`src/rtl/seq_detector_param.sv`:
```
// seq_detector_param: runtime-programmable serial bit-sequence detector (1..MAX_LEN bits).
// Latency: y is registered and rises on the same edge that samples the completing bit.
// Backpressure: none; din is only sampled when din_valid is high, and cfg_load wins over din.
// Optional match counter is enabled by defining SEQDET_MATCH_COUNT_EN.
module seq_detector_param #(
  parameter int MAX_LEN = 8,
  parameter int LEN_W   = $clog2(MAX_LEN + 1),
  parameter int CNT_W   = 8
) (
  input  logic               clk,
  input  logic               reset,
  input  logic               din,
  input  logic               din_valid,
  input  logic               cfg_load,
  input  logic [MAX_LEN-1:0] pattern,
  input  logic [LEN_W-1:0]   pat_len,
  input  logic               overlap,
  input  logic               clr_cnt,
  output logic               y,
  output logic               armed,
  output logic               cfg_err,
  output logic [CNT_W-1:0]   match_cnt
);

  typedef enum logic {
    IDLE  = 1'b0,
    ARMED = 1'b1
  } state_t;

  state_t             state, state_next;
  logic [MAX_LEN-1:0] history, history_next, history_shift;
  logic [LEN_W-1:0]   fill, fill_next, fill_adv;
  logic [MAX_LEN-1:0] pat_l;
  logic [LEN_W-1:0]   len_l;
  logic               ovl_l;
  logic [MAX_LEN-1:0] len_mask;
  logic               cfg_legal;
  logic               sample;
  logic               match;

  // Config legality: pattern length must be within 1..MAX_LEN
  always_comb begin
    cfg_legal = (pat_len != '0) && (pat_len <= LEN_W'(MAX_LEN));
  end

  // Mask selecting the low len_l bits used in the comparison
  always_comb begin
    len_mask = '0;
    for (int i = 0; i < MAX_LEN; i++) begin
      len_mask[i] = (LEN_W'(i) < len_l);
    end
  end

  // Datapath next-state: shift history, advance fill, evaluate match on next-state values
  always_comb begin
    history_shift = {history[MAX_LEN-2:0], din};
    fill_adv      = (fill == LEN_W'(MAX_LEN)) ? fill : fill + LEN_W'(1);
    sample        = (state == ARMED) && din_valid && !cfg_load;
    match         = sample && (fill_adv >= len_l) &&
                    ((history_shift & len_mask) == (pat_l & len_mask));
    history_next  = history;
    fill_next     = fill;
    if (cfg_load) begin
      history_next = '0;
      fill_next    = '0;
    end else if (sample) begin
      history_next = history_shift;
      // Non-overlapping mode: the matched bits may not seed the next match
      fill_next    = (match && !ovl_l) ? '0 : fill_adv;
    end
  end

  // FSM next-state: any cfg_load re-decides ARMED vs IDLE from pat_len legality
  always_comb begin
    state_next = state;
    if (cfg_load) begin
      state_next = cfg_legal ? ARMED : IDLE;
    end
  end

  // FSM state register
  always_ff @(posedge clk or posedge reset) begin
    if (reset) begin
      state <= IDLE;
    end else begin
      state <= state_next;
    end
  end

  // History, fill, latched config, match pulse and error flag
  always_ff @(posedge clk or posedge reset) begin
    if (reset) begin
      history <= '0;
      fill    <= '0;
      pat_l   <= '0;
      len_l   <= '0;
      ovl_l   <= 1'b0;
      y       <= 1'b0;
      cfg_err <= 1'b0;
    end else begin
      history <= history_next;
      fill    <= fill_next;
      y       <= match;
      if (cfg_load) begin
        cfg_err <= !cfg_legal;
        if (cfg_legal) begin
          pat_l <= pattern;
          len_l <= pat_len;
          ovl_l <= overlap;
        end
      end
    end
  end

  assign armed = (state == ARMED);

`ifdef SEQDET_MATCH_COUNT_EN
  logic [CNT_W-1:0] cnt;

  // Saturating match counter; clear (clr_cnt or cfg_load) beats a coincident increment
  always_ff @(posedge clk or posedge reset) begin
    if (reset) begin
      cnt <= '0;
    end else if (clr_cnt || cfg_load) begin
      cnt <= '0;
    end else if (match && (cnt != {CNT_W{1'b1}})) begin
      cnt <= cnt + CNT_W'(1);
    end
  end

  assign match_cnt = cnt;
`else
  logic unused_clr_cnt;

  assign unused_clr_cnt = clr_cnt;
  assign match_cnt      = '0;
`endif

endmodule

```
`config.mk`:
```
export PLATFORM = sky130hd
export DESIGN_NAME = seq_detector_param
export DESIGN_NICKNAME = d
export VERILOG_FILES = /design/src/rtl/seq_detector_param.sv
export SDC_FILE = /design/constraint.sdc
export NUM_CORES = 1
export LEC_CHECK = 0
export ABC_CLOCK_PERIOD_IN_PS = 3200
export CORE_ASPECT_RATIO = 1.1
export CORE_MARGIN = 5
export CORE_UTILIZATION = 54
export CTS_CLUSTER_DIAMETER = 150
export CTS_CLUSTER_SIZE = 24
export DETAILED_ROUTE_END_ITERATION = 12
export PLACE_DENSITY = 0.82
export SETUP_SLACK_MARGIN = 0.3
export SKIP_LAST_GASP = 1
export SYNTH_ARGS = -nofsm -noshare
export SYNTH_HDL_FRONTEND = slang
export SYNTH_SLANG_ARGS = --single-unit
```
`constraint.sdc`:
```
create_clock -name clk -period 3.2 [get_ports clk]
set_input_delay 0.8 -clock clk [delete_from_list [all_inputs] [get_ports clk]]
set_output_delay 0.8 -clock clk [all_outputs]
set_load 0.02 [all_outputs]
```
==> results.md <==
- Outcome: finished, final reports clean
- Antenna diode count: 0
- Switching share of power: 0.306
- Post-synth top area share: 0.460
- RD Place Congestion: roughly 0.85
- FMAX: between 400 and 500 MHz
- Fill cells: 190
- Synth Register Bits: 27
- Register area share after synthesis: 0.460
- Layer with the highest usage: met2
- Unrepaired setup endpoints after global routing: no
- All-Layer GR Usage: 0.158
- Crit path DAT: 2.60 ns
- WL/cell: 14.9 um
- Final period utilization: 0.733
- Final min period: between 2 and 2.5 ns
- Sum of negative setup slack: 0 ns
- Die span in x: around 60 um
- Final WL: around 2600 um
- M1 GR Usage: 0.199
- Starting Density: 0.577
- DR pass1 iterations: 4
- Number of nets still failing antenna checks after routing: 0
- Warnings, synthesis: 0
- Met3 Usage GRT: 0.0258
- Post-route DRC: 0
- Hold_ws: 0.503 ns
- Pwr dens: about 440 mW/mm^2
- Multi-input gate area: ~700 um^2
- Int Pwr: approximately 0.52 mW
- Cell count after synthesis: approximately 130
- Number of top-level pins: 30
- Crit end category: flop
- Iteration-0 DRC Markers: 50
- Gr ovfl total: 0
- Comb pwr share: 0.245
- Syn_area_per_cell: around 12 um^2
- Cell Rows: 19
- Clk_skew: roughly 0.0040 ns
- Clk Latency, worst-skew pair: 0.33 ns
- Sink Count: 27
- Critical path class: in -> reg
- Met2 Use GR: 0.264
- Slew headroom: 0.334
- Root Buffer: clkbuf_4
- Die area: 0.00386 mm^2
- Clk pwr share: 0.204
- CTS Buf Count: 3
- Worst Hold Class: reg -> reg
- Vias in the first global route: about 1000
- Clk pin slew, worst setup/hold paths: about 0.15 ns
- CP max FO: 12
- Post-CTS Hold Fix Bufs: 0
- Count of unique library cells instantiated by Yosys: 36
- Area leader, netlist: dfrtp_1
- First-pass GRT wire length: 4710 um
- Dpl hpwl: roughly 2000 um
- IO Port Bufs: 20
- Peak supply drop: between 0.3 and 0.4 mV
- Post_cts resized: 0
- Finished Cell Area: around 0.0017 mm^2
- Initial antenna violation count: 0
- Psw: 0.228 mW
- Max cap viols: 0
- # Post-CTS Setup Buffers: 0
- Largest cells by area after synthesis: dfrtp_1 (46%), mux2_2 (8.4%), xnor2_1 (6.6%)
- Cell area after synthesis: 0.00147 mm^2
- Area post-placement: 0.00166 mm^2
- Core area: between 0.002 and 0.003 mm^2
- CTS tree: built
- Longest Clk Path Bufs: 2
- Die Y: 64.7 um
- Share of layout cells above drive strength 1: 0.145
- Pin count of the biggest net entering global routing: 28
- Hold Vio Cnt, Final: 0
- CP Launch Type: primary input
- Fin nets: ~170
- Area grow syn2layout: 14.9%
- H-tree Lvls: 1
- Critical Path RT: about 3.5 ns
- Setup Viol. Count Final: 0
- Via count: ~1000
- Worst slew pin tran: between 0.9 and 1 ns
- Reg area: 676 um^2
- Leak pwr: 0.719 nW
- Sequential power share: 0.551
- Vias/cell: about 5.6
- Pins Over Slew Limit: 0
[worst max-delay path: stages]
cell	delay, ns
clkdlybuf4s50_1	0.51
a21oi_1	0.81
a21oi_1	0.29
a31oi_1	0.19
[layer usage]
| metal | up-vias | share of wire |
|---|---|---|
| met5 | - | 0 |
| li1 | 473 | - |
| met2 | 22 | 0.52 |
| met1 | 490 | 0.43 |
| met3 | 2 | 0.045 |
| met4 | 0 | 0.0076 |
[cell usage in the layout (no fill, tap or decap), types with 2 or more instances in the layout]
cell type / Yosys / layout
a22oi_1: 4 / 4
o21ai_0: 2 / 2
ha_1: 6 / 6
mux2_2: 11 / 11
nand2_1: 3 / 3
clkbuf_4: 0 / 3
a21oi_1: 4 / 4
nand2b_1: 2 / 2
buf_4: 9 / 2
inv_1: 8 / 8
a22o_1: 7 / 7
a31oi_1: 6 / 6
dfrtp_1: 27 / 27
conb_1: 1 / 8
nor3_1: 2 / 2
clkdlybuf4s50_1: 0 / 20
xnor2_1: 11 / 11
[area by class of cell]
type,count,share of cell area
timing repair buffer,22,0.128
clock inverter,1,0.00445
inverter,8,0.0178
tap,31,0.0230
clock buffer,3,0.0133
sequential,27,0.400
multi-input combinational,84,0.414
[worst paths after layout]
kind / from / end / slack, ns / cells past startpoint
min in group asynchronous: reset / pat_l[3] / 0.82 / 3
setup reg to reg: fill[0] / y / 0.89 / 10
hold reg to reg: cfg_err / cfg_err / 0.50 / 1
max in group asynchronous: reset / fill[1] / 2.13 / 3
hold / removal: cfg_err / cfg_err / 0.50 / 1
setup / recovery: cfg_load / fill[1] / 0.86 / 4
[kinds of logic after synthesis]
| group | Yosys count | share of synthesized area |
|---|---|---|
| muxes | 13 | 0.0988 |
| DFF | 27 | 0.460 |
| and+or+nand+nor | 15 | 0.0698 |
| adders and majority gates | 6 | 0.0511 |
| buffers and inverters | 21 | 0.0826 |
| other | 1 | 0.00255 |
| xor gates and xnor gates | 11 | 0.0656 |
| AOI/OAI and AO/OA | 31 | 0.170 |
[through the flow]
step	total power, mW	setup slack [ns]	util	cells
floorplan	0.555	1.22	-	132
global placement	0.592	0.577	0.652	172
detailed placement	0.602	0.483	0.652	172
CTS	0.754	0.844	0.664	176
global route	0.795	0.682	0.664	176
finish	0.745	0.856	0.664	176
[registers in the layout (all words and copies together) (netlist names)]
name / flops
pat_l: 8
history: 7
fill: 4
len_l: 4
armed: 1
cfg_err: 1
ovl_l: 1
y: 1
[power by group through the flow]
stage | logic [mW] | registers, mW | clock network (mW)
final | 0.183 | 0.411 | 0.152
after global routing | 0.205 | 0.416 | 0.174
after CTS | 0.186 | 0.410 | 0.159
after detailed placement | 0.185 | 0.417 | 0
after global placement | 0.177 | 0.415 | 0
after floorplan | 0.147 | 0.408 | 0
[cell usage after synthesis, drive strengths merged]
master	instances
dfrtp	27
mux2	12
buf	11
xnor2	11
inv	8
a22o	7
a31oi	6
ha	6
a21oi	4
a22oi	4
nand2	3
clkbuf	2
nand2b	2
nor3	2
o21ai	2
o221ai	2
a2111oi	1
a211oi	1
a21bo	1
and2	1
and3b	1
conb	1
mux2i	1
nand3	1
nand3b	1
nor2	1
nor3b	1
nor4	1
nor4b	1
o21a	1
o21bai	1
o22ai	1
(Power assumes the default switching activity.)
